**src/rtl/usb_bitstuff_nrzi.sv**
```systemverilog
// usb_bitstuff_nrzi
//   Bit stuffer and NRZI encoder in the USB transmit path. It sits between the
//   packet serializer and the DP/DM line driver. It takes one raw packet bit
//   per clock (PID..CRC, LSB first) over a valid/ready handshake. After every
//   MAX_ONES consecutive 1s it inserts a stuffed 0, NRZI-encodes the stream
//   and drives it to the line driver one bit per clock. After the packet it
//   holds off new input until the driver signals out_done (EOP complete).
//
// Ports
//   clock, reset_n     system clock, asynchronous active-low reset
//   in_bit_i           raw packet bit
//   in_valid_i         in_bit_i is valid
//   in_last_i          in_bit_i is the final bit of the packet
//   in_ready_o         bit accepted this cycle when in_valid_i is also high
//   out_done_i         one-cycle pulse from the line driver: EOP finished
//   nrzi_bit_o         encoded line bit (1 = J, 0 = K)
//   nrzi_sending_o     nrzi_bit_o is part of the packet
//   err_underrun_o     one-cycle pulse: input starved mid-packet
//   busy_o             high from the first accepted bit until out_done_i

module usb_bitstuff_nrzi #(
    parameter int unsigned MAX_ONES     = 6,
    parameter int unsigned ONES_PRELOAD = 1
) (
    input  logic clock,
    input  logic reset_n,
    input  logic in_bit_i,
    input  logic in_valid_i,
    input  logic in_last_i,
    output logic in_ready_o,
    input  logic out_done_i,
    output logic nrzi_bit_o,
    output logic nrzi_sending_o,
    output logic err_underrun_o,
    output logic busy_o
);

    typedef enum logic [1:0] {
        IDLE      = 2'd0,
        SEND      = 2'd1,
        STUFF     = 2'd2,
        WAIT_DONE = 2'd3
    } state_t;

    localparam logic [2:0] MAX_CNT = 3'(MAX_ONES);
    localparam logic [2:0] PRE_CNT = 3'(ONES_PRELOAD);

    state_t     state_q, state_d;
    logic       level_q, level_d;
    logic [2:0] ones_cnt_q, ones_cnt_d;
    logic       last_flag_q, last_flag_d;
    logic       sending_q, sending_d;
    logic       err_q, err_d;
    logic       busy_q, busy_d;

    // Encoding of the bit presented on in_bit_i this cycle
    logic       lvl_base, enc_lvl;
    logic [2:0] cnt_base, enc_cnt;
    state_t     data_next;

    always_comb begin
        in_ready_o = (state_q == IDLE) || (state_q == SEND);

        // Packet start: line was left on K by SYNC, whose trailing 1 already
        // counts toward the first run of ones.
        lvl_base = (state_q == IDLE) ? 1'b0 : level_q;
        cnt_base = (state_q == IDLE) ? PRE_CNT : ones_cnt_q;
        enc_lvl  = in_bit_i ? lvl_base : ~lvl_base;
        enc_cnt  = in_bit_i ? cnt_base + 3'd1 : 3'd0;

        // A pending stuff takes priority over ending the packet, so the
        // stuff bit for the final data bit is always sent.
        if (enc_cnt == MAX_CNT)
            data_next = STUFF;
        else if (in_last_i)
            data_next = WAIT_DONE;
        else
            data_next = SEND;

        state_d     = state_q;
        level_d     = level_q;
        ones_cnt_d  = ones_cnt_q;
        last_flag_d = last_flag_q;
        sending_d   = sending_q;
        err_d       = 1'b0;
        busy_d      = busy_q;

        case (state_q)
            IDLE: begin
                sending_d = 1'b0;
                if (in_valid_i) begin
                    level_d     = enc_lvl;
                    ones_cnt_d  = enc_cnt;
                    last_flag_d = in_last_i;
                    sending_d   = 1'b1;
                    busy_d      = 1'b1;
                    state_d     = data_next;
                end
            end
            SEND: begin
                if (in_valid_i) begin
                    level_d     = enc_lvl;
                    ones_cnt_d  = enc_cnt;
                    last_flag_d = in_last_i;
                    sending_d   = 1'b1;
                    state_d     = data_next;
                end else begin
                    // Starved: truncate; the line driver still appends EOP
                    sending_d = 1'b0;
                    err_d     = 1'b1;
                    state_d   = WAIT_DONE;
                end
            end
            STUFF: begin
                level_d    = ~level_q;
                ones_cnt_d = 3'd0;
                sending_d  = 1'b1;
                state_d    = last_flag_q ? WAIT_DONE : SEND;
            end
            WAIT_DONE: begin
                sending_d = 1'b0;
                if (out_done_i) begin
                    busy_d  = 1'b0;
                    state_d = IDLE;
                end
            end
            default: state_d = IDLE;
        endcase
    end

    always_ff @(posedge clock or negedge reset_n) begin
        if (!reset_n) begin
            state_q     <= IDLE;
            level_q     <= 1'b0;
            ones_cnt_q  <= 3'd0;
            last_flag_q <= 1'b0;
            sending_q   <= 1'b0;
            err_q       <= 1'b0;
            busy_q      <= 1'b0;
        end else begin
            state_q     <= state_d;
            level_q     <= level_d;
            ones_cnt_q  <= ones_cnt_d;
            last_flag_q <= last_flag_d;
            sending_q   <= sending_d;
            err_q       <= err_d;
            busy_q      <= busy_d;
        end
    end

    // The line bit is always the current level: level only moves when a bit
    // is emitted, and it is emitted in the same edge.
    assign nrzi_bit_o     = level_q;
    assign nrzi_sending_o = sending_q;
    assign err_underrun_o = err_q;
    assign busy_o         = busy_q;

endmodule
```
**config.mk**
```make
export PLATFORM = sky130hd
export DESIGN_NAME = usb_bitstuff_nrzi
export DESIGN_NICKNAME = d
export VERILOG_FILES = /design/src/rtl/usb_bitstuff_nrzi.sv
export SDC_FILE = /design/constraint.sdc
export NUM_CORES = 1
export LEC_CHECK = 0
export ABC_AREA = 1
export ABC_CLOCK_PERIOD_IN_PS = 1850
export CAP_MARGIN = 20
export CORE_MARGIN = 2
export CORE_UTILIZATION = 40
export DETAILED_ROUTE_END_ITERATION = 10
export MAX_ROUTING_LAYER = met4
export SYNTH_ARGS = -nofsm -noshare
export SYNTH_HDL_FRONTEND = slang
export SYNTH_SLANG_ARGS = --single-unit
```
**constraint.sdc**
```tcl
create_clock -name clock -period 1.85 [get_ports clock]
set_clock_uncertainty 0.2 [all_clocks]
set_input_delay 0.2775 -clock clock [delete_from_list [all_inputs] [get_ports clock]]
set_output_delay 0.2775 -clock clock [all_outputs]
set_load 0.02 [all_outputs]
```
======== Word level (Yosys, flattened, before mapping) ========
Index checks and enable logic that the tools add are counted.
word-level totals
  bits in registers ....................... 10
  output and inout port bits .............. 5
  input bits .............................. 6
  word-level logic and storage cells ...... 48
operators by class
  reduce and logical (&&, ||, !) cells .... 9
  bitwise gates (word level) .............. 2
  add/subtract/negate cells ............... 1
  eq/ne operators ......................... 7
  mux-type cells .......................... 22
operator list
  operator                                                                number
  2-bit two-way mux                                                       6
  3-bit two-way mux                                                       3
  1-bit two-way mux                                                       8
  2-bit one-hot mux with 4 select lines                                   1
  3-bit one-hot mux with 2 select lines                                   1
  2-bit AND reduction                                                     3
  2-bit equality test (second input constant)                             2
  2-bit != test (second input constant)                                   2
  1-bit one-hot mux with 2 select lines                                   2
  2-bit nonzero test                                                      2
  3-bit by 1-bit adder with 3-bit output (second input constant)          1
  3-bit equality test (second input constant)                             1
  1-bit one-hot mux with 3 select lines                                   1
  3-bit AND reduction                                                     1
  2-bit by 1-bit equality test with 1-bit output (second input constant)  1
  2-bit zero test                                                         1
  2-bit by 1-bit != test with 1-bit output (second input constant)        1
  1-bit NOT                                                               2
  2-bit OR reduction                                                      1
  1-bit logical OR                                                        1

======== Depth between registers and ports, before layout ========
  depth after elaboration ................. 8
  mapped depth ............................ 13
  gate-level depth less buffers ........... 12

======== Worst setup path before layout ========
No wires, ideal clock.
  path type ............................... register -> register
  start ................................... reg state_q[1]
  end ..................................... reg state_q[1]
  stages on the path, launching flop included .. 14
  data arrival time ....................... 1389 ps
  path buffers ............................ 1
  library setup time ...................... 65 ps
  slack ................................... 196 ps
  required time ........................... 1585 ps
  clock period less this slack ............ 1654 ps
  cell sequence ........................... dfrtp_1 buf_6 nor2_4 nor2_2 inv_1 ha_1 nand2_1 nor2_1 nand4_2 nand2_1 nand2_1 nand2_1 nand2_1 nand2_1
between the ends
  word-level cells in the longest chain between the ends .. 8
  elaborated cells between the ends (all ways) .. 15
  those cells by class .................... add/sub (1); eq/ne (6); mux (6); reduce/logical (2)
RTL lines
  element                                 RTL line  RTL
  from (decl)                             48        state_t state_q, state_d;
  from (signal assigned)                  141       state_q <= state_d;
  2-bit zero test                         67, 88
  3-bit two-way mux                       67        cnt_base = (state_q == IDLE) ? PRE_CNT : ones_cnt_q;
  3-bit by 1-bit adder with 3-bit output  69        enc_cnt = in_bit_i ? cnt_base + 3'd1 : 3'd0;
  3-bit two-way mux                       69
  3-bit equality test                     73        if (enc_cnt == MAX_CNT)
  2-bit two-way mux                       73
  2-bit two-way mux (on tied branches)    101, 91
  2-bit one-hot mux with 4 select lines   88        case (state_q)
Several ways; a longest one is shown, not always the timed one. The select of a mux whose other input is x is not followed.
A chain may end at the register's enable or synchronous reset.

======== Worst setup path after layout ========
Ends and elaborated chain as after synthesis.

==> results.yml <==
timing:
  setup_viol_count_final: 0
  max_freq_ghz: 0.583
  drv_slew: 0
  max_slew_margin_pct: 67.1
  final-hold-violation-count: 0
  tightest_slew_ns: 0.492
  finalWorstSetupSlack_ns: 0.135
  fin_crit_sh_pct: 92.7
  setup_tns_ns: 0
  min_period_ns: 1.72
  rsz0062_at_grt: "false"
finish:
  final_common_cell: "nand2_1"
  drive_gt1_share_pct: 27.8
  syn_to_final_growth_pct: 34.2
  layout_common_cells: "nand2_1 (14), dfrtp_1 (10), clkdlybuf4s50_1 (9)"
  antenna_cells: 0
  finalNetCount: 88
setup_path:
  cp-start-kind: "flip-flop"
  required_ns: 1.84
  critPathKind: "flip-flop to flip-flop"
  cp.arrival_ns: 1.71
  regToRegStartpoint: "state_q[1]"
  crit_path_start: "state_q[1]"
  cp_max_fo: 3
  cp-end-kind: "flip-flop"
clock_tree:
  cts.sinks: 10
  cts_buffers: 3
  cts-root-buf: "clkbuf_4"
  htreeDepth: 1
  clk_pin_slew_ns: 0.06
  cts_buffer_depth: 2
  cts_tree: "yes"
  insertion_delay_ns: 0.25
  postCtsHoldBufs: 0
logic_synthesis:
  yosysWarnings: 0
  synth-seq-area-share_pct: 47.2
  yosysUniqueCellTypes: 21
  postSynthCellCount: 63
  syn_area_um2: 531
  synth_nets: 70
  ys_ff_latch: 10
  synth.avg_cell_area_um2: 8.42
global_routing:
  grt_pass1_wl_mm: 1.82
  grt-ovfl-total: 0
  first_global_vias: 424
  grt_start_max_net_pins: 11
  grtUsageTotal_pct: 17.5
  antenna_found_initial: 0
drt:
  via_per_inst: 4.94
  wire_per_inst_um: 11.3
  vias: 464
  first_pass_iters: 4
  drt-total-wl_mm: 1.07
  detail-route-antenna-nets: 0
  drc_errors: 0
  first_iter_violations: 10
place:
  dp_hpwl_um: 814
  port_buffers: 10
  gp_congestion: 0.812
  place_ws_ns: 0.113
flow_run:
  cap_viol_max_count: 0
floorplan:
  coreArea_um2: 1270
  dieArea_um2: 1630
  die_h_um: 40.4
  initial_core_util_pct: 41.8
  ioPinCount: 11
  die_x_um: 40.4
  fp-row-count: 13
pwr:
  irDropWorstVdd_mv: 0.803
  power-per-cell-area_nw_per_um2: 1610
  p_leak_nw: 0.337
worst_hold_path:
  hold_class: "input port to async pin"
status:
  status: "complete, no violations"
cell usage after synthesis, drive strengths merged:
master   n  share of area, %
inv     11               7.8
xnor2    1               1.7
nand3    6               6.6
nor3     2               2.8
nor2     5               5.9
a21oi    3               2.8
o22ai    1               1.2
a31o     1               1.7
ha       1               2.4
nand4    1               2.4
nand2   16                12
o21ai    4               3.8
dfrtp   10                47
buf      1               2.1
layout make-up:
class / instances / area [um2]
multi-input combinational: 41 / 250
sequential: 10 / 250
tap: 15 / 18.8
fill: 129 / 557
clock buffer: 3 / 22.5
timing repair buffer: 14 / 129
inverter: 11 / 41.3
metal layers:
| metal | part of all wire (%) | wire (um) | global-route usage (%) |
|---|---|---|---|
| met3 | 4.4 | 47 | 3.33 |
| met1 | 48 | 517 | 24.4 |
| met5 | 0 | 0 | - |
| met2 | 46 | 486 | 24.2 |
| met4 | 1.4 | 15 | 7.50 |
final timing paths:
check,end,slack [ns],cells past startpoint
setup / recovery,state_q[1],0.13,12
hold / removal,nrzi_bit_o,0.16,1
setup reg to reg,state_q[1],0.13,12
hold reg to reg,last_flag_q,0.31,2
max in group asynchronous,ones_cnt_q[1],0.96,1
min in group clock,last_flag_q,0.31,2
what timing repair did:
action                                  4_1_cts  5_1_grt
pin swaps                                     0        4
endpoints found under the setup margin        1        1
setup buffers                                 0        1
resized for setup                             1        5
where the power goes:
group	switching, W	total (W)	internal (W)
registers	0.0000647	0.000377	0.000312
clock network	0.0000679	0.000143	0.0000748
logic	0.000346	0.000626	0.000280
total	0.000479	0.00115	0.000667
critical path, cell delays in order, from the launching register on:
cell and delay [ns]:
dfrtp_1 0.43, nor2_4 0.06, nor2_4 0.14, inv_2 0.06, ha_4 0.26, nand2_2 0.05, nor2_2 0.09, nand4_2 0.10
nand2_1 0.08, nand2_1 0.04, nand2_1 0.05, nand2_1 0.04, nand2_1 0.05
cells by family after synthesis:
| kind of cell | share of synthesized area, % |
|---|---|
| XOR/XNOR | 1.65 |
| adder cells (fa/ha/maj) | 2.36 |
| flip-flops | 47.2 |
| buffers and inverters | 9.91 |
| AO/OA/AOI/OAI | 9.43 |
| AND/OR/NAND/NOR | 29.5 |
through the flow:
step	hold slack [ns]	power, W	utilization, %	cells	area (um2)
2_1_floorplan	-0.218	0.000757	-	63	531
3_3_place_gp	0.301	0.000936	52.1	90	661
3_5_place_dp	0.306	0.000945	52.1	90	661
4_1_cts	0.157	0.00108	53.7	93	682
5_1_grt	0.186	0.00125	56.1	94	712
6_report	0.157	0.00115	56.1	94	712
flip-flops by register name, summed over array words and instances, names as in the netlist:
name,cells
nrzi_bit_o,1
state_q,2
ones_cnt_q,3
nrzi_sending_o,1
err_underrun_o,1
busy_o,1
last_flag_q,1
Note: power is estimated with default switching activity, not from simulation.
